$ cat src/rtl/ysyx_24100029_fd_pkg.sv
// Shared types and helpers for the fetch-to-decode queue.
// Holds the slot record, the control-flow opcodes and the prefix counter.
package ysyx_24100029_fd_pkg;

  localparam int FD_ADDR_W = 32;

  localparam logic [6:0] OP_BRANCH = 7'b1100011;
  localparam logic [6:0] OP_JAL    = 7'b1101111;
  localparam logic [6:0] OP_JALR   = 7'b1100111;

  typedef struct packed {
    logic [31:0]          inst;
    logic [FD_ADDR_W-1:0] pc;
    logic                 is_ctrl;
  } fd_slot_t;

  // Number of consecutive ones starting at bit 0.
  function automatic logic [2:0] lead_ones4(input logic [3:0] v);
    logic [2:0] n;
    casez (v)
      4'b???0: n = 3'd0;
      4'b??01: n = 3'd1;
      4'b?011: n = 3'd2;
      4'b0111: n = 3'd3;
      default: n = 3'd4;
    endcase
    return n;
  endfunction

endpackage

$ cat src/rtl/ysyx_24100029_predecode.sv
// Flags branches, jal and jalr so later stages know which slots redirect flow.
module ysyx_24100029_predecode
  import ysyx_24100029_fd_pkg::*;
(
  input  logic [31:0] inst,
  output logic        is_ctrl
);

  logic unused_hi;
  assign unused_hi = ^inst[31:7];

  assign is_ctrl = (inst[6:0] == OP_BRANCH) || (inst[6:0] == OP_JAL) ||
                   (inst[6:0] == OP_JALR);

endmodule

$ cat src/rtl/ysyx_24100029_fd_queue.sv
// Four-slot compacting fetch-to-decode queue: drains a valid prefix into decode
// and refills from the IFU in the same cycle, keeping slots packed from slot 0.
module ysyx_24100029_fd_queue
  import ysyx_24100029_fd_pkg::*;
#(
  parameter int ADDR_WIDTH = 32,
  parameter int Issue_Num  = 4
) (
  input  logic                  clock,
  input  logic                  reset,
  input  logic                  clr,
  input  logic [31:0]           inst_i   [Issue_Num],
  input  logic [ADDR_WIDTH-1:0] pc_i     [Issue_Num],
  input  logic [Issue_Num-1:0]  valid_i,
  output logic [Issue_Num-1:0]  ready_o,
  output logic [31:0]           inst_o   [Issue_Num],
  output logic [ADDR_WIDTH-1:0] pc_o     [Issue_Num],
  output logic [Issue_Num-1:0]  is_ctrl_o,
  output logic [Issue_Num-1:0]  valid_o,
  input  logic [Issue_Num-1:0]  dec_ready
);

  fd_slot_t       slot_q [Issue_Num];
  fd_slot_t       slot_d [Issue_Num];
  fd_slot_t       in_slot[Issue_Num];
  logic [Issue_Num-1:0] pre_ctrl;
  logic [2:0]     cnt_q, cnt_d;
  logic [2:0]     k, m, keep;
  logic [3:0]     free;
  logic [1:0]     src;

  for (genvar g = 0; g < Issue_Num; g++) begin : g_pre
    ysyx_24100029_predecode u_pre (
      .inst    (inst_i[g]),
      .is_ctrl (pre_ctrl[g])
    );
    assign in_slot[g] = '{inst: inst_i[g], pc: pc_i[g], is_ctrl: pre_ctrl[g]};
  end

  // Drain, free space and accept counts; dec_ready reaches ready_o combinationally.
  always_comb begin
    for (int j = 0; j < Issue_Num; j++) valid_o[j] = (cnt_q > 3'(j));
    k    = lead_ones4(dec_ready & valid_o);
    keep = cnt_q - k;
    free = 4'd4 - {1'b0, cnt_q} + {1'b0, k};
    for (int j = 0; j < Issue_Num; j++) ready_o[j] = !clr && (free > 4'(j));
    m     = lead_ones4(valid_i & ready_o);
    cnt_d = clr ? 3'd0 : keep + m;
  end

  // Survivors shift down by k; new entries land right behind them.
  always_comb begin
    src = 2'd0;
    for (int j = 0; j < Issue_Num; j++) begin
      slot_d[j] = slot_q[j];
      if (!clr) begin
        if (3'(j) < keep) begin
          src       = 2'(j) + k[1:0];
          slot_d[j] = slot_q[src];
        end else if (3'(j) < keep + m) begin
          src       = 2'(j) - keep[1:0];
          slot_d[j] = in_slot[src];
        end
      end
    end
  end

  always_ff @(posedge clock or negedge reset) begin
    if (!reset) begin
      cnt_q <= 3'd0;
      for (int j = 0; j < Issue_Num; j++) slot_q[j] <= '0;
    end else begin
      cnt_q <= cnt_d;
      for (int j = 0; j < Issue_Num; j++) slot_q[j] <= slot_d[j];
    end
  end

  always_comb begin
    for (int j = 0; j < Issue_Num; j++) begin
      inst_o[j]    = slot_q[j].inst;
      pc_o[j]      = slot_q[j].pc;
      is_ctrl_o[j] = slot_q[j].is_ctrl;
    end
  end

  a_cnt_bound: assert property (@(posedge clock) disable iff (!reset) cnt_d <= 3'd4);

endmodule
$ cat config.mk
export PLATFORM = sky130hd
export DESIGN_NAME = ysyx_24100029_fd_queue
export DESIGN_NICKNAME = d
export VERILOG_FILES = /design/src/rtl/ysyx_24100029_fd_pkg.sv /design/src/rtl/ysyx_24100029_predecode.sv /design/src/rtl/ysyx_24100029_fd_queue.sv
export SDC_FILE = /design/constraint.sdc
export NUM_CORES = 1
export LEC_CHECK = 0
export BUFFER_PORTS_ARGS = -buffer_cell sky130_fd_sc_hd__buf_4
export CORE_MARGIN = 2
export CORE_UTILIZATION = 40
export CTS_CLUSTER_SIZE = 12
export DETAILED_ROUTE_END_ITERATION = 12
export PLACE_DENSITY_LB_ADDON = 0.15
export SYNTH_ARGS = -nofsm -noshare
export SYNTH_HDL_FRONTEND = slang
export SYNTH_HIERARCHICAL = 1
export SYNTH_SLANG_ARGS = --single-unit
$ cat constraint.sdc
create_clock -name clock -period 5.79 [get_ports clock]
set_clock_uncertainty 0.1 [all_clocks]
set_input_delay 0.579 -clock clock [delete_from_list [all_inputs] [get_ports clock]]
set_output_delay 0.579 -clock clock [all_outputs]
set_load 0.03 [all_outputs]
==> results.rst <==
.. list-table::
   :header-rows: 1

   * - Metric
     - Value
   * - Post-synth design cell area
     - 22,300 sq um
   * - Post-detail-place hpwl
     - 67,600 um
   * - Area enclosed by the die boundary
     - 57,600 sq um
   * - CTS sink cnt
     - 263
   * - Highest Clock Rate
     - 0.180 GHz
   * - Average cell area after synthesis
     - 8.52 sq um
   * - Critical R2R Launch
     - cnt_q[1]$_DFF_PN0_
   * - Data required time at the worst endpoint
     - 6070 ps
   * - Vias per cell
     - 6.99
   * - Critical-path maximum fanout
     - 33
   * - Number of flops mapped to enable cells by yosys
     - 0
   * - Tcrit/Tclk final
     - 95.9%
   * - Number of distinct library cells after synthesis
     - 59
   * - I/O pin total
     - 535
   * - Number of warnings reported in the yosys synthesis log
     - 6
   * - Clk buf depth
     - 3
   * - Number of max-slew violations in the final report
     - 0
   * - Depth of the CTS H-tree
     - 2
   * - Layout area overhead
     - 25.2%
   * - Remaining design rule violation count
     - 0
   * - Setup TNS Final
     - 0 ps
   * - Placer congestion estimate
     - 0.907
   * - Count of buffers from port buffering
     - 534
   * - Post CTS Setup Buffer Count
     - 0
   * - Worst endpoint data arrival time
     - 5830 ps
   * - RSZ-0062 raised after global routing
     - true
   * - Number of iterations in the first detailed-routing pass
     - 9
   * - Number of maximum-capacitance constraint violations
     - 0
   * - CTS root buf
     - clkbuf_16
   * - Leading area contributor after synthesis
     - dfrtp_1
   * - Actual slew at the worst max-slew pin
     - 1160 ps
   * - Register area share after synthesis
     - 29.5%
   * - Most common cell after layout, fill and taps aside
     - buf_4
   * - TritonCTS clock tree
     - yes
   * - Fraction of post-synthesis cell area in the top cell type by area
     - 29.5%
   * - Initial standard-cell utilization of the core
     - 40.4%
   * - Overall routed net length
     - 114,000 um
   * - Path type of the worst min-delay path
     - in2reg
   * - Critical path class
     - reg2reg
   * - Die X
     - 240 um
   * - Initial antenna violation count
     - 6
   * - Overall track demand over capacity in global routing
     - 37.9%
   * - Layout Nets
     - 3,210
   * - Clock period minus worst slack
     - 5550 ps
   * - Total via count in the routed design
     - 25,900
   * - Critical path endpoint category
     - flip-flop
   * - Outcome
     - finished, final reports clean
   * - Most used cells in the layout excluding fill and tap cells
     - buf_4, mux2i_1, dfrtp_1
   * - Wire length of the first global-routing pass
     - 165,000 um
   * - Routed wire per std cell
     - 30.6 um
   * - Synthesis-stage register bit count
     - 263
   * - # setup viols final
     - 0
   * - Critical path startpoint category
     - flip-flop
   * - Hold path startpoint
     - pc_i[111]
   * - Headroom to the max-slew limit
     - 22.9%
   * - Cell Count Post-Placement
     - 3,644
   * - Post-synth net total
     - 2,892
   * - Inserted Clock Buffers
     - 35
   * - Core region area
     - 55,100 sq um
   * - Final number of hold-violating endpoints
     - 0
   * - Share of async-settable or async-resettable flops after synthesis
     - 100%
   * - Leading cell types by total area after synthesis
     - dfrtp_1, mux2i_1, a32oi_1
   * - Fraction of final layout cells with drive strength greater than 1
     - 24.6%
   * - Cell row count
     - 86
   * - Non-filler instance count after layout
     - 3,709
   * - Launch point of the critical path
     - cnt_q[1]$_DFF_PN0_
   * - Count of routing violations after the opening detailed-route iteration
     - 3,422
   * - Vias in the first global route
     - 25,200
   * - Residual antenna-violating net count after detailed routing
     - 0
   * - GRT overflow
     - 0
   * - Post-layout utilization of the core
     - 50.6%
   * - Largest net degree at the start of global routing
     - 180
   * - Clock edge transition at the registers on the reported setup and hold paths
     - 60 ps
   * - Primary flip-flop cell chosen by synthesis mapping
     - dfrtp_1
   * - Clock latency on the worst-skew pair
     - 560 ps
   * - Die height
     - 240 um
   * - Instance count of the mapped netlist
     - 2,616
==> metrics by stage <==
stage | cell area, sq um | setup WS, ps | hold slack [ps]
floorplan | 22300 | 254 | 183
global placement | 26800 | 253 | 445
detailed placement | 26800 | 152 | 447
CTS | 27900 | 226 | 188
global route | 27900 | -95.1 | 220
finish | 27900 | 239 | 211
==> what timing repair did <==
item                       4_1_cts  5_1_grt
gates resized for setup          0        1
setup endpoints to repair        0       83
hold endpoints to repair        64        0
hold buffers                     1        0
==> routing by layer <==
metal	track usage [%]	vias to the layer above	routed length, um
met5	0	-	61
met4	21.9	10	6980
met3	9.62	474	13500
met2	56.7	2075	49100
met1	49.4	12500	43900
li1	-	10800	-
==> path summary, 6_finish.rpt <==
kind                       depth (start not counted)                    end  slack (ps)
setup / recovery                                  20  pc_o[125]$_DFFE_PN0P_         240
hold / removal                                     3  pc_o[111]$_DFFE_PN0P_         210
setup reg to reg                                  20  pc_o[125]$_DFFE_PN0P_         240
hold reg to reg                                    1  inst_o[3]$_DFFE_PN0P_         480
max in group asynchronous                          3   pc_o[94]$_DFFE_PN0P_        3740
min in group asynchronous                          2   pc_o[65]$_DFFE_PN0P_         480
==> flip-flops by register name (all words and copies together) (netlist names) <==
name,count
is_ctrl_o,4
inst_o,128
pc_o,128
cnt_q,3
==> layout make-up <==
type | instances | area [sq um]
clock buffers | 57 | 1060
diodes | 2 | 5.00
fillers | 5161 | 27200
repair buffers | 599 | 4720
multi-input cells | 1892 | 14000
clock inverters | 5 | 40.0
flip-flops and latches | 263 | 6580
inverters | 143 | 537
well taps | 748 | 936
==> Yosys cell counts (all sizes together) (3+ instances only) <==
master,n
mux2i,368
dfrtp,263
nand2,248
clkbuf,172
o21ai,153
buf,146
inv,140
nor3,119
a31oi,113
a32oi,112
o22a,112
nor2,94
a21oi,72
o211ai,69
a221oi,66
o2111ai,66
o32a,65
o221ai,47
mux2,35
a211oi,34
a311oi,18
and3,18
o22ai,18
o31ai,17
ha,6
nand3,6
nor2b,6
nand3b,4
clkinv,3
fa,3
o211a,3
==> kinds of logic (layout without fill, tap and decap cells) <==
family	after synthesis	after routing	share of synthesized area, %
buffers and inverters	461	804	8.68
other	0	2	0
AOI/OAI and AO/OA	974	974	32.8
xor gates and xnor gates	4	4	0.157
DFF	263	263	29.5
muxes	403	403	18.3
adders and majority gates	9	9	0.607
and+or+nand+nor	502	502	9.86
==> critical path, cell delays in order (launching register included) <==
cell	delay, ps
dfrtp_1	490
nor2b_1	230
o32a_2	380
nand2_2	150
ha_1	160
inv_1	40
ha_1	200
fa_1	430
xor2_1	300
nor2_1	100
a21oi_1	190
nand3_1	100
a31oi_1	190
ha_1	170
inv_1	60
fa_1	560
nor4b_1	280
mux2_4	380
a221o_2	210
buf_4	500
a32oi_1	120
Power is not shown: default switching activity piles up to over one toggle a cycle in this logic, so the estimate is an artifact.
